==> src/rtl/hazard_ctrl.sv <==
// hazard_ctrl
//   Hazard controller beside the ID stage. It detects load-use hazards and
//   hazards on operands of branches resolved in ID, checking against EX and
//   MEM. It stalls PC and IF/ID, injects ID/EX bubbles, flushes IF/ID on
//   taken branches and counts stall and flush events.
// Ports:
//   clk, rst_n                    clock, async active-low reset
//   id_rs/id_rt, id_uses_rs/rt    source registers of the ID instruction
//   id_branch, branch_taken       ID-resolved branch and its outcome
//   ex_memread/ex_regwrite/ex_dst EX instruction info
//   mem_memread/mem_dst           MEM instruction info
//   ext_stall                     global freeze (memory not ready)
//   pc_write, ifid_write, ifid_flush, idex_write, idex_bubble  pipe controls
//   stall_active                  ID is being stalled by a hazard
//   stall_count, flush_count      saturating event counters
module hazard_ctrl #(
    parameter int CNT_W = 16
) (
    input  logic             clk,
    input  logic             rst_n,
    input  logic [4:0]       id_rs,
    input  logic [4:0]       id_rt,
    input  logic             id_uses_rs,
    input  logic             id_uses_rt,
    input  logic             id_branch,
    input  logic             branch_taken,
    input  logic             ex_memread,
    input  logic             ex_regwrite,
    input  logic [4:0]       ex_dst,
    input  logic             mem_memread,
    input  logic [4:0]       mem_dst,
    input  logic             ext_stall,
    output logic             pc_write,
    output logic             ifid_write,
    output logic             ifid_flush,
    output logic             idex_write,
    output logic             idex_bubble,
    output logic             stall_active,
    output logic [CNT_W-1:0] stall_count,
    output logic [CNT_W-1:0] flush_count
);

    typedef enum logic {RUN, STALL2} state_e;

    state_e           state_q, state_d;
    logic [CNT_W-1:0] stall_cnt_q, stall_cnt_d;
    logic [CNT_W-1:0] flush_cnt_q, flush_cnt_d;

    logic       match_ex, match_mem;
    logic [1:0] depth;
    logic       stall, flush;

    // Register 0 is hardwired, so it never creates a dependency.
    assign match_ex  = (ex_dst != 5'd0) &&
                       ((id_uses_rs && id_rs == ex_dst) || (id_uses_rt && id_rt == ex_dst));
    assign match_mem = (mem_dst != 5'd0) &&
                       ((id_uses_rs && id_rs == mem_dst) || (id_uses_rt && id_rt == mem_dst));

    // A branch waiting on a load in EX needs the load to reach WB: two bubbles.
    always_comb begin
        depth = 2'd0;
        if (id_branch && ex_memread && match_ex)       depth = 2'd2;
        else if (ex_memread && match_ex)               depth = 2'd1;
        else if (id_branch && ex_regwrite && match_ex) depth = 2'd1;
        else if (id_branch && mem_memread && match_mem) depth = 2'd1;
    end

    // STALL2 stalls without looking at the inputs; a stalled branch flushes
    // only once it finally proceeds.
    assign stall = (state_q == STALL2) || (depth != 2'd0);
    assign flush = !stall && id_branch && branch_taken;

    always_comb begin
        pc_write     = 1'b1;
        ifid_write   = 1'b1;
        idex_write   = 1'b1;
        idex_bubble  = 1'b0;
        ifid_flush   = 1'b0;
        stall_active = rst_n && stall;
        if (!rst_n) begin
            pc_write    = 1'b0;
            ifid_write  = 1'b0;
            idex_write  = 1'b0;
            idex_bubble = 1'b1;
        end else if (ext_stall) begin
            pc_write   = 1'b0;
            ifid_write = 1'b0;
            idex_write = 1'b0;
        end else if (stall) begin
            pc_write    = 1'b0;
            ifid_write  = 1'b0;
            idex_bubble = 1'b1;
        end else begin
            ifid_flush = flush;
        end
    end

    always_comb begin
        state_d     = state_q;
        stall_cnt_d = stall_cnt_q;
        flush_cnt_d = flush_cnt_q;
        if (!ext_stall) begin
            state_d = (state_q == RUN && depth == 2'd2) ? STALL2 : RUN;
            if (stall && stall_cnt_q != '1) stall_cnt_d = stall_cnt_q + CNT_W'(1);
            if (flush && flush_cnt_q != '1) flush_cnt_d = flush_cnt_q + CNT_W'(1);
        end
    end

    always_ff @(posedge clk or negedge rst_n) begin
        if (!rst_n) begin
            state_q     <= RUN;
            stall_cnt_q <= '0;
            flush_cnt_q <= '0;
        end else begin
            state_q     <= state_d;
            stall_cnt_q <= stall_cnt_d;
            flush_cnt_q <= flush_cnt_d;
        end
    end

    assign stall_count = stall_cnt_q;
    assign flush_count = flush_cnt_q;

endmodule

==> config.mk <==
export PLATFORM = sky130hd
export DESIGN_NAME = hazard_ctrl
export DESIGN_NICKNAME = d
export VERILOG_FILES = /design/src/rtl/hazard_ctrl.sv
export SDC_FILE = /design/constraint.sdc
export NUM_CORES = 1
export LEC_CHECK = 0
export CAP_MARGIN = 20
export CORE_MARGIN = 2
export CORE_UTILIZATION = 48
export CTS_CLUSTER_SIZE = 28
export DETAILED_ROUTE_END_ITERATION = 12
export PLACE_DENSITY = 0.85
export RECOVER_POWER = 25
export SETUP_SLACK_MARGIN = 0.4
export SYNTH_ARGS = -nofsm -noshare
export SYNTH_HDL_FRONTEND = slang
export SYNTH_SLANG_ARGS = --single-unit
==> constraint.sdc <==
create_clock -name clk -period 3.9 [get_ports clk]
set_input_delay 0.78 -clock clk [delete_from_list [all_inputs] [get_ports clk]]
set_output_delay 0.78 -clock clk [all_outputs]
set_load 0.1 [all_outputs]
==> results.toml <==
[detailed_routing]
drc = 0
drt_iter0_drc = 95
viasPerCell = 5.426
dr_total_vias = 1720
dr.pass1.iters = 4
ant_nets = 0
wl_per_cell_um = 15.15
wirelength_um = 4802

[logic_synthesis]
synth_seq_cells = 33
synth.area.top_cells = "dfrtp_1, xnor2_1, xor2_1"
yosysUniqueCellTypes = 33
syn_inst = 192
yosysWarnings = 0
syn-cell-area_mm2 = 0.001926
synth.most_common_cell = "xnor2_1"
ys_seq_area_frac = 0.4288
synthTopCellsByCount = "xnor2_1, dfrtp_1, nand3_1"
syn_area_per_cell_um2 = 10.03
synth_top_area_frac = 0.4288
ys_async_sr_fraction = 1.000
synth_nets = 224
ys.flop_type = "dfrtp_1"
synth_top_area_cell = "dfrtp_1"
synth-edff-count = 0

[sta]
maxSlewViolCount = 0
fin_setup_tns_ps = 0
setup_viol = 0
fmax_mhz = 290.9
hold_viol = 0
rsz0062_at_grt = "false"
fin_crit_sh = 0.8815
fin_skew_ps = 8.729
period_minus_slack_ps = 3438
max_slew.worst_pin.slew_ps = 974.7
max-slew-margin-rel = 0.3482

[worst_setup_path]
required_ps = 3120
end_kind = "primary output"
path_buf_inv = 3
crit_family = "buffers and inverters"
crit_chain = "clkdlybuf4s50_1, or4_4, nor2_1, nor2_1, a221oi_4, buf_6, o21ai_2, buf_12"
critical_path_class = "in -> out"
r2r_end = "stall_count[1]$_DFFE_PN0P_"
critPathMaxFanout = 5
cp-start-kind = "primary input"
crit_top_cell = "nor2_1"
cp_slowest_stage_delay_ps = 490
r2r-start = "stall_count[0]$_DFFE_PN0P_"
cp.depth = 8
crit_arrival_ps = 2660
r2r_slack_ps = 1220
crit_slowest_cell = "clkdlybuf4s50_1"
reg2reg_depth = 7

[placed_design]
gp_congestion = 0.8168
portBuffers = 67
postPlaceCellArea_mm2 = 0.002724
dp_hpwl_um = 3541

[power_and_ir_drop]
pwr-share-comb = 0.397
power_switching_share = 0.4174
internal_power_w = 0.0007302
vdd_drop_max_mv = 0.5347
p_leak_nw = 1.216
total_power_w = 0.001253
p_switching_w = 0.0005230
p_clk_frac = 0.271
power_density_mw_per_mm2 = 436.6
pwr-share-seq = 0.332

[global_routing]
use_met3 = 0.06667
grt_use_met2 = 0.3899
grt_pass1_vias = 1704
grt.busiest_layer = "met2"
use_met1 = 0.2546
grt_max_degree = 38
grt_antenna_before_repair = 0
grt_util_all_layers = 0.2234
grt.overflow.total = 0
grt_pass1_wl_um = 7493

[floorplanning]
core_mm2 = 0.003943
die_h_um = 67.34
rows = 23
pin_count = 68
start_util = 0.4884
die_area_mm2 = 0.004534
die_w_um = 67.34

[worst_hold_path]
worstHoldPathType = "reg -> reg"
holdPathStages = 1
whs_endpoint = "stall_count[8]$_DFFE_PN0P_"
min_from = "stall_count[8]$_DFFE_PN0P_"

[clocking]
clock_path_buffers = 2
cts_hold_buf = 0
root_buffer = "clkbuf_8"
cts.sink_count = 33
cts_buffers = 5
clock_latency_ps = 300
clk_pin_slew_worst_paths_ps = 70
cts_max_level = 2
cts_tree = "built"

[finish]
drive_gt1_frac = 0.1086
diodes = 0
area_growth_syn_to_layout_pct = 49.06
nets = 298
design_area_mm2 = 0.002870

[outcome]
status = "complete, no violations"

[flow_run]
cap_viol_max_count = 0
## logic make-up after synthesis
kind of cell / count (synthesis) / share of synthesized area
compound gates: 10 / 0.04549
xor+xnor: 50 / 0.2274
fa+ha+maj: 2 / 0.01299
buf+inv: 7 / 0.02793
flops: 33 / 0.4288
mux: 2 / 0.01170
simple gates: 88 / 0.2456
## power groups by stage
stage / Sequential (W) / Combinational [W] / Clock (W)
after floorplan: 0.000660 / 0.000107 / 0
after global placement: 0.000421 / 0.000493 / 0
after detailed placement: 0.000421 / 0.000498 / 0
after CTS: 0.000417 / 0.000502 / 0.000343
after global routing: 0.000422 / 0.000520 / 0.000357
final: 0.000416 / 0.000498 / 0.000339
## worst max-delay path by stage
stage,start,end,slack (ps)
2_1_floorplan,mem_dst[0],pc_write,430
3_3_place_gp,ex_dst[1],idex_bubble,270
3_5_place_dp,mem_dst[1],idex_bubble,250
4_1_cts,mem_dst[2],idex_bubble,410
5_1_grt,ex_dst[0],idex_bubble,420
6_report,ex_dst[4],idex_bubble,460
## cells in the final DEF (no fill, tap or decap), types with 7 or more instances in the layout
master and instances:
nor4_1 7, xnor2_1 36, dfrtp_1 33, and3_1 9, buf_12 7, nand2_1 15
nand4_1 12, nor2_1 8, clkdlybuf4s50_1 54, xor2_1 14, nand3_1 16
## timing repair
| action | CTS | global route |
|---|---|---|
| hold endpoints to repair | 0 | 0 |
| pin swaps | 1 | 1 |
| buffers inserted | 2 | 0 |
| setup endpoints to repair | 5 | 5 |
| gates resized for setup | 7 | 2 |
## registers in the layout, indices dropped and copies added, names as in the netlist
signal       flops
flush_count     16
state_q          1
stall_count     16
## metrics by stage
| step | utilization | hold slack [ps] | setup slack, ps | std cells |
|---|---|---|---|---|
| after global routing | 0.7280 | 519.1 | 422.8 | 317 |
| after detailed placement | 0.6909 | 487.1 | 246.9 | 307 |
| final | 0.7280 | 495.4 | 462.1 | 317 |
| after floorplan | - | 484.4 | 430.2 | 192 |
| after CTS | 0.7268 | 500.3 | 405.2 | 317 |
| after global placement | 0.6909 | 477.2 | 274.8 | 307 |
## layer usage
metal | wire length, µm | vias to the layer above
met3 | 386 | 9
li1 | - | 830
met1 | 1922 | 824
met5 | 0 | -
met4 | 88 | 0
met2 | 2404 | 57
## area by class of cell
type	instances	area, µm²
fill	278	1072
multi-input combinational	152	1066
sequential	33	825.8
timing repair buffer	73	792.0
clock buffer	6	82.58
tap	50	62.56
clock inverter	2	37.54
inverter	1	3.754
## worst register-to-register path, cell delays in order, from the launching register on
cell      delay (ps)
dfrtp_1          410
ha_1             190
and3_1           180
nand3_1          200
or3_1            430
o21bai_1         670
nor2_1           170
mux2_2           310
(Power assumes the default switching activity.)
